**src/rtl/fft_arb_if.sv**
```systemverilog
// Requester/FFT-side bundle for fft_arb.
// slave is the arbiter view, master the driving environment.
interface fft_arb_if #(
   parameter int DEPTH = 4,
   parameter int DW    = 9
);
   localparam int IW = $clog2(DEPTH + 1);

   logic                 en;
   logic                 req0;
   logic                 req1;
   logic signed [DW-1:0] din0_re [16];
   logic signed [DW-1:0] din0_im [16];
   logic signed [DW-1:0] din1_re [16];
   logic signed [DW-1:0] din1_im [16];
   logic                 gnt0;
   logic                 gnt1;
   logic                 fft_valid;
   logic signed [DW-1:0] fft_din_re [16];
   logic signed [DW-1:0] fft_din_im [16];
   logic                 fft_output_en;
   logic                 done0;
   logic                 done1;
   logic [IW-1:0]        inflight;
   logic                 err_spurious;

   modport slave (
      input  en, req0, req1,
      input  din0_re, din0_im, din1_re, din1_im,
      input  fft_output_en,
      output gnt0, gnt1, fft_valid,
      output fft_din_re, fft_din_im,
      output done0, done1, inflight, err_spurious
   );

   modport master (
      output en, req0, req1,
      output din0_re, din0_im, din1_re, din1_im,
      output fft_output_en,
      input  gnt0, gnt1, fft_valid,
      input  fft_din_re, fft_din_im,
      input  done0, done1, inflight, err_spurious
   );
endinterface

```
**src/rtl/fft_arb.sv**
```systemverilog
// Two-requester round-robin launcher for fft_top with an
// in-order tag FIFO that routes completions back to owners.
module fft_arb #(
   parameter int DEPTH = 4,
   parameter int DW    = 9
) (
   input  logic    clk,
   input  logic    rstn,
   fft_arb_if.slave io
);
   localparam int IW = $clog2(DEPTH + 1);
   localparam int PW = (DEPTH > 1) ? $clog2(DEPTH) : 1;
   localparam logic [IW-1:0] FULL = IW'(DEPTH);

   logic [IW-1:0]        cnt;
   logic [PW-1:0]        wp;
   logic [PW-1:0]        rp;
   logic [DEPTH-1:0]     tags;
   logic                 last;
   logic                 err;
   logic                 vld;
   logic signed [DW-1:0] dre [16];
   logic signed [DW-1:0] dim [16];

   logic ready;
   logic g0;
   logic g1;
   logic push;
   logic pop;
   logic head;

   // slot freed by a same-cycle completion is not reusable until next edge
   always_comb begin
      ready = rstn & io.en & (cnt < FULL);
      g0    = ready & io.req0 & (~io.req1 | last);
      g1    = ready & io.req1 & (~io.req0 | ~last);
      push  = g0 | g1;
      pop   = rstn & io.fft_output_en & (cnt != '0);
      head  = tags[rp];
   end

   always_ff @(posedge clk or negedge rstn) begin
      if (!rstn) begin
         cnt  <= '0;
         wp   <= '0;
         rp   <= '0;
         tags <= '0;
         last <= 1'b1;
         err  <= 1'b0;
         vld  <= 1'b0;
         for (int k = 0; k < 16; k++) begin
            dre[k] <= '0;
            dim[k] <= '0;
         end
      end else begin
         vld <= push;
         if (push) begin
            last     <= g1;
            tags[wp] <= g1;
            wp       <= wp + 1'b1;
            for (int k = 0; k < 16; k++) begin
               dre[k] <= g1 ? io.din1_re[k] : io.din0_re[k];
               dim[k] <= g1 ? io.din1_im[k] : io.din0_im[k];
            end
         end
         if (pop) rp <= rp + 1'b1;
         if (push && !pop) cnt <= cnt + 1'b1;
         else if (pop && !push) cnt <= cnt - 1'b1;
         if (io.fft_output_en && cnt == '0) err <= 1'b1;
      end
   end

   assign io.gnt0         = g0;
   assign io.gnt1         = g1;
   assign io.fft_valid    = vld;
   assign io.fft_din_re   = dre;
   assign io.fft_din_im   = dim;
   assign io.done0        = pop & ~head;
   assign io.done1        = pop & head;
   assign io.inflight     = cnt;
   assign io.err_spurious = err;
endmodule

```
**src/flat_wrapper.sv**
```systemverilog
// flat-port wrapper written by rule: the top's interface ports become plain ports
module fft_arb_flat 
#(
   parameter int DEPTH = 4,
   parameter int DW    = 9
)
  (clk, rstn, io_en, io_req0, io_req1, io_din0_re, io_din0_im, io_din1_re, io_din1_im, io_fft_output_en, io_gnt0, io_gnt1, io_fft_valid, io_fft_din_re, io_fft_din_im, io_done0, io_done1, io_inflight, io_err_spurious);
  fft_arb_if #(.DEPTH(DEPTH), .DW(DW)) io_i ();
  input  logic clk;
  input  logic rstn;
  input wire logic [$bits(io_i.en)-1:0] io_en;
  input wire logic [$bits(io_i.req0)-1:0] io_req0;
  input wire logic [$bits(io_i.req1)-1:0] io_req1;
  input wire logic [$bits(io_i.din0_re)-1:0] io_din0_re;
  input wire logic [$bits(io_i.din0_im)-1:0] io_din0_im;
  input wire logic [$bits(io_i.din1_re)-1:0] io_din1_re;
  input wire logic [$bits(io_i.din1_im)-1:0] io_din1_im;
  input wire logic [$bits(io_i.fft_output_en)-1:0] io_fft_output_en;
  output wire logic [$bits(io_i.gnt0)-1:0] io_gnt0;
  output wire logic [$bits(io_i.gnt1)-1:0] io_gnt1;
  output wire logic [$bits(io_i.fft_valid)-1:0] io_fft_valid;
  output wire logic [$bits(io_i.fft_din_re)-1:0] io_fft_din_re;
  output wire logic [$bits(io_i.fft_din_im)-1:0] io_fft_din_im;
  output wire logic [$bits(io_i.done0)-1:0] io_done0;
  output wire logic [$bits(io_i.done1)-1:0] io_done1;
  output wire logic [$bits(io_i.inflight)-1:0] io_inflight;
  output wire logic [$bits(io_i.err_spurious)-1:0] io_err_spurious;
  assign io_i.en = io_en;
  assign io_i.req0 = io_req0;
  assign io_i.req1 = io_req1;
  assign io_i.din0_re = {>>{io_din0_re}};
  assign io_i.din0_im = {>>{io_din0_im}};
  assign io_i.din1_re = {>>{io_din1_re}};
  assign io_i.din1_im = {>>{io_din1_im}};
  assign io_i.fft_output_en = io_fft_output_en;
  assign io_gnt0 = io_i.gnt0;
  assign io_gnt1 = io_i.gnt1;
  assign io_fft_valid = io_i.fft_valid;
  assign io_fft_din_re = {>>{io_i.fft_din_re}};
  assign io_fft_din_im = {>>{io_i.fft_din_im}};
  assign io_done0 = io_i.done0;
  assign io_done1 = io_i.done1;
  assign io_inflight = io_i.inflight;
  assign io_err_spurious = io_i.err_spurious;
  fft_arb #(.DEPTH(DEPTH), .DW(DW)) u_core (.clk(clk), .rstn(rstn), .io(io_i));
endmodule
```
**config.mk**
```make
export PLATFORM = sky130hd
export DESIGN_NAME = fft_arb_flat
export DESIGN_NICKNAME = d
export VERILOG_FILES = /design/src/rtl/fft_arb_if.sv /design/src/rtl/fft_arb.sv /design/src/flat_wrapper.sv
export SDC_FILE = /design/constraint.sdc
export NUM_CORES = 1
export LEC_CHECK = 0
export CORE_AREA = 2 2 338 340
export CTS_BUF_LIST = sky130_fd_sc_hd__clkbuf_16
export CTS_CLUSTER_DIAMETER = 80
export DETAILED_ROUTE_END_ITERATION = 8
export DIE_AREA = 0 0 340 342
export SYNTH_ARGS = -nofsm -noshare
export SYNTH_HDL_FRONTEND = slang
export SYNTH_SLANG_ARGS = --single-unit
```
**constraint.sdc**
```tcl
create_clock -name clk -period 2.3 [get_ports clk]
set_input_delay 0.23 -clock clk [delete_from_list [all_inputs] [get_ports clk]]
set_output_delay 0.23 -clock clk [all_outputs]
set_load 0.01 [all_outputs]
```
# Yosys cells after proc, flatten, opt, wreduce, memory -nomap -nowiden
# Cells that the tools add are included.
# W data, S select, Z words.
word_totals:
  regBits: 302
  in_bits: 582
  output_inout_bits: 297
  wordCells: 112
op_classes:
  n_addsub: 4
  n_lt_le_gt_ge: 4
  mux: 39
  bitwise_logic: 17
  reduce_logical: 9
ops:
  columns: ["cell", "n"]
  rows:
  - ["$mux W9", 32]
  - ["$and A1 B1 Y1", 10]
  - ["$lt A2 B3 Y1 const B", 2]
  - ["$mux W3", 2]
  - ["$add A2 B1 Y2 const B", 2]
  - ["$bwmux W4", 1]
  - ["$logic_and A1 B1 Y1", 4]
  - ["$not A1 Y1", 4]
  - ["$add A3 B1 Y3 const B", 1]
  - ["$logic_not A3 Y1", 1]
  - ["$lt A3 B3 Y1 const B", 1]
  - ["$or A1 B1 Y1", 3]
  - ["$reduce_bool A3 Y1", 1]
  - ["$sub A3 B1 Y3 const B", 1]
  - ["$bmux W1 S2", 1]
  - ["$demux W1 S2", 1]
  - ["$ge A2 B1 Y1 const B", 1]
  - ["$logic_not A1 Y1", 2]
  - ["$mux W1", 2]
  - ["$reduce_bool A2 Y1", 1]

# Longest topological paths before layout
logic_depth:
  ltp_word: 9
  mapped_depth: 11
  ltp_nobuf: 8

# Least setup slack after synthesis
# OpenSTA, ideal clock, no wires.
synth_path:
  path_type: "reg2reg"
  startpoint: "register u_core.cnt[2], in the netlist u_core.io.inflight[2]"
  endpoint: "register u_core.cnt[2], in the netlist u_core.io.inflight[2]"
  setup_time_ns: 0.079
  arrival_ns: 2.127
  required_time_ns: 2.221
  slack_ns: 0.094
  path_stages_with_launch: 11
  n_path_buf: 2
  synth_period_minus_slack_ns: 2.206
  path_cell_list: "dfrtp_1 -> nand3b_4 -> nor2_2 -> buf_2 -> buf_2 -> ha_1 -> inv_1 -> fa_1 -> xor2_1 -> nor2_1 -> xor2_1"
synth_via:
  elab_chain_cells: 8
  elab_cells_between_ends: 18
  classes_between: "add/sub: 2; order compare: 1; mux: 2; bitwise: 7; reduce/logical: 6"
synth_lines:
  columns: ["item", "line", "rtl"]
  rows:
  - ["from (decl)", "fft_arb.sv:15", "logic [IW-1:0] cnt;"]
  - ["from (signal assigned)", "fft_arb.sv:67", "if (push && !pop) cnt <= cnt + 1'b1;"]
  - ["from (signal assigned)", "fft_arb.sv:68", "else if (pop && !push) cnt <= cnt - 1'b1;"]
  - ["$lt A3 B3 Y1 *", "fft_arb.sv:34", "ready = rstn & io.en & (cnt < FULL);"]
  - ["$and A1 B1 Y1 *", "fft_arb.sv:34", null]
  - ["$and A1 B1 Y1 (on tied branches) (2 in series)", "fft_arb.sv:35, fft_arb.sv:36", null]
  - ["$or A1 B1 Y1 *", "fft_arb.sv:37", "push = g0 | g1;"]
  - ["net u_core.push", "fft_arb.sv:28", "logic push;"]
  - ["$logic_not A1 Y1", "fft_arb.sv:68", null]
  - ["$logic_and A1 B1 Y1", "fft_arb.sv:68", null]
  - ["$reduce_bool A2 Y1 (no source line)", null, null]
# Mark *: on every way through the listed nets, which the timed path passes. The rest lies on a longest branch. The select of a mux whose other input is x is not followed.
# A chain may end at the register's enable or synchronous reset.

# Final worst setup path
layout_path:
  startpoint: "register u_core.cnt[2], in the netlist u_core.io.inflight[2]"
  endpoint: "output io_gnt1"
layout_via:
  elab_chain_cells: 4
layout_lines:
  columns: ["item", "line", "rtl"]
  rows:
  - ["$lt A3 B3 Y1", "fft_arb.sv:34", null]
  - ["$and A1 B1 Y1", "fft_arb.sv:34", null]
  - ["$and A1 B1 Y1 (2 in series)", "fft_arb.sv:36", "g1 = ready & io.req1 & (~io.req0 | ~last);"]
  - ["to (decl)", "flat_wrapper.sv:20", "output wire logic [$bits(io_i.gnt1)-1:0] io_gnt1;"]
# Every way passes these cells.

==> flow_summary.ini <==
[route]
num_vias = 17700
wl_met3_mm = 5.98
wl_met1_mm = 36.4
routed.top_layer = met4
ant_nets = 0
vias_per_cell = 4.66
wire_per_inst_microns = 22.4
first_pass_iters = 5
wl_met2_mm = 40.3
drc = 0
drt_iter0_drc = 1215
wl_mm = 85.1

[timing]
drv_slew = 0
timing.setup.tns_ns = 0
max_slew_margin_pct = 40.9
fmax_ghz = 0.461
fin_crit_ns = 2.17
clock_skew_ns = 0.0267
hold_violations = 0
tightest_slew_ns = 0.886
grt_setup_unrepaired = no
setup_violations = 0
layout_worst_path_cycle_share_pct = 94.2

[cells_and_area]
fin_nets = 2846
drive_gt1_share_pct = 8.57
fin_area_sq_um = 28500
syn_to_final_growth_pct = 74.1

[power_and_ir_drop]
p_per_area_nw_per_um2 = 1100
peakVddDrop_uv = 591
swShare_pct = 36.0
power.internal_w = 0.0201
p_leak_nw = 10.1
power_switching_w = 0.0113
combPwrFrac_pct = 48.1
clock_power_share_pct = 20.0
power_frac_seq_pct = 31.8

[logic_synthesis]
synth.largest_area_cell = dfrtp_1
synth.net_count = 2054
synth_flop_cell = dfrtp_1
syn_area_sq_um = 16400
synth_top_area_share_pct = 46.0
synth_cell_type_count = 35
yosys_warnings = 0
ys_ff_latch = 302
synth-edff-count = 0
synth.avg_cell_area_sq_um = 11.2
synth.most_common_cell = dfrtp_1
synth_common_cells = dfrtp_1, a2bb2oi_1, a311oi_1, o31ai_1, buf_2
synthTopCellsByArea = dfrtp_1, a2bb2oi_1, a311oi_1
synth_cells = 1466
yosysSeqAreaShare_pct = 46.1
synth_async_sr_flop_share_pct = 100

[grt]
antenna_found_initial = 4
grt_start_max_net_pins = 126
grt_util_all_layers_pct = 13.7
first_global_vias = 17900
grt_overflow_total = 0
grt_pass1_wl_mm = 123

[critical_path]
critPathBufInv = 2
path_class = reg2out
path_cells = nand3b_4, buf_12, nor3_4, buf_12
critPathLaunchType = register
rrSetupSlack_ns = 0.25
path_max_fanout = 16
crit_path_end_kind = output pin
path_common_cell = buf_12
cpPeakStageDelay_ns = 0.47
cpMaxStageDelayCell = dfrtp_2
arrival_ns = 1.94
crit_required_ns = 2.07
crit_family = simple AND/OR/NAND/NOR gates

[die]
core-area_sq_um = 113000
start_util_pct = 14.5
die_width_microns = 340
io_pins = 879
die_h_microns = 342
dieArea_sq_um = 116000
rows = 124

[clock_tree]
cts_max_path_buffers = 3
cts_max_level = 2
cts.sinks = 302
root_buffer = clkbuf_16
cts_made_buffers = 43
cts.clk_slew.worst_paths_ns = 0.05
clock_latency_ns = 0.59
cts_tree = done

[hold_path]
hold_path.class = in2async

[place]
gp_congestion = 0.868
place_hpwl_mm = 59.3
portBuffers = 878
placed_cell_area_sq_um = 27200

[outcome]
outcome = finished clean

[run]
drv_cap = 0
-- power by group through the flow --
stage / Sequential (W) / Clock (W) / Combinational, W
2_1_floorplan: 0.0108 / 0 / 0.00503
3_3_place_gp: 0.00998 / 0 / 0.0151
3_5_place_dp: 0.00990 / 0 / 0.0152
4_1_cts: 0.00995 / 0.00652 / 0.0153
5_1_grt: 0.0103 / 0.00671 / 0.0160
6_report: 0.0100 / 0.00631 / 0.0152
-- placed cells by master, fill, tap and decap left out, types with 4 or more instances in the layout --
cell type	instances
a311oi_1	288
buf_4	88
dfrtp_1	299
inv_1	12
nand4_1	4
clkbuf_16	44
o31ai_1	288
clkinv_1	11
a22o_1	4
buf_12	35
clkinv_2	4
clkdlybuf4s50_1	872
a2bb2oi_1	288
ha_1	5
-- metal layers --
metal / up-vias / global-route usage [%]
met5: - / 0
met4: 0 / 4.42
met3: 125 / 3.02
met2: 828 / 22.0
met1: 8887 / 18.1
li1: 7881 / -
-- final cells by class --
cell class	instances	area [sq um]
sequential	302	7560
tap	1512	1890
clock buffer	44	1100
clock inverter	30	185
inverter	6	30.0
fill	11900	84600
antenna	3	7.51
timing repair buffer	1001	10200
multi-input combinational	904	7610
-- sequential cells by signal, summed over array words and instances, names as in the netlist --
name,cells
u_core.io.fft_valid,1
u_core.wp,2
u_core.io.fft_din_im,144
u_core.io.inflight,3
u_core.io.err_spurious,1
u_core.rp,2
u_core.io.fft_din_re,144
u_core.last,1
u_core.tags,4
-- path summary, 6_finish.rpt --
check                                                    from                                    to  cells past startpoint
max                         u_core.io.inflight[2]$_DFFE_PN0P_                               io_gnt1                      4
min                                                      rstn    u_core.io.err_spurious$_DFFE_PN0P_                      2
max reg2reg                 u_core.io.inflight[2]$_DFFE_PN0P_  u_core.io.fft_din_im[68]$_DFFE_PN0P_                      5
min reg2reg                u_core.io.err_spurious$_DFFE_PN0P_    u_core.io.err_spurious$_DFFE_PN0P_                      1
max in group asynchronous                                rstn  u_core.io.fft_din_im[77]$_DFFE_PN0P_                      4
min in group clk                               io_din0_im[88]  u_core.io.fft_din_im[88]$_DFFE_PN0P_                      3
-- cell families (layout without fill, tap and decap cells) --
kind of cell	Yosys count	count (layout)	share of synthesized area, %
AO/OA/AOI/OAI	871	871	44.3
flip-flops	302	302	46.1
buffers and inverters	260	1081	7.67
AND/OR/NAND/NOR	18	18	0.786
adder cells (fa/ha/maj)	6	6	0.504
XOR/XNOR	6	6	0.321
multiplexers	3	3	0.275
other	0	3	0
-- what timing repair did --
action / 4_1_cts / 5_1_grt
hold endpoints to repair: 57 / 0
resized for setup: 7 / 2
buffers inserted: 1 / 0
setup endpoints to repair: 4 / 1
cloned: 0 / 0
hold buffers: 1 / 0
pin swaps: 1 / 0
-- per-stage QoR --
| stage | hold slack, ns | std cells | setup WS [ns] | power (W) | utilization [%] |
|---|---|---|---|---|---|
| final | 0.0976 | 3802 | 0.133 | 0.0315 | 25.2 |
| after global routing | 0.0817 | 3801 | 0.00350 | 0.0330 | 25.2 |
| after CTS | 0.0795 | 3799 | 0.0162 | 0.0317 | 25.2 |
| after detailed placement | 0.0625 | 3723 | -0.286 | 0.0251 | 24.1 |
| after global placement | 0.0598 | 3723 | -0.367 | 0.0251 | 24.1 |
| after floorplan | -0.0656 | 1466 | 0.0939 | 0.0158 | - |
Power figures use the tool's default switching activity.
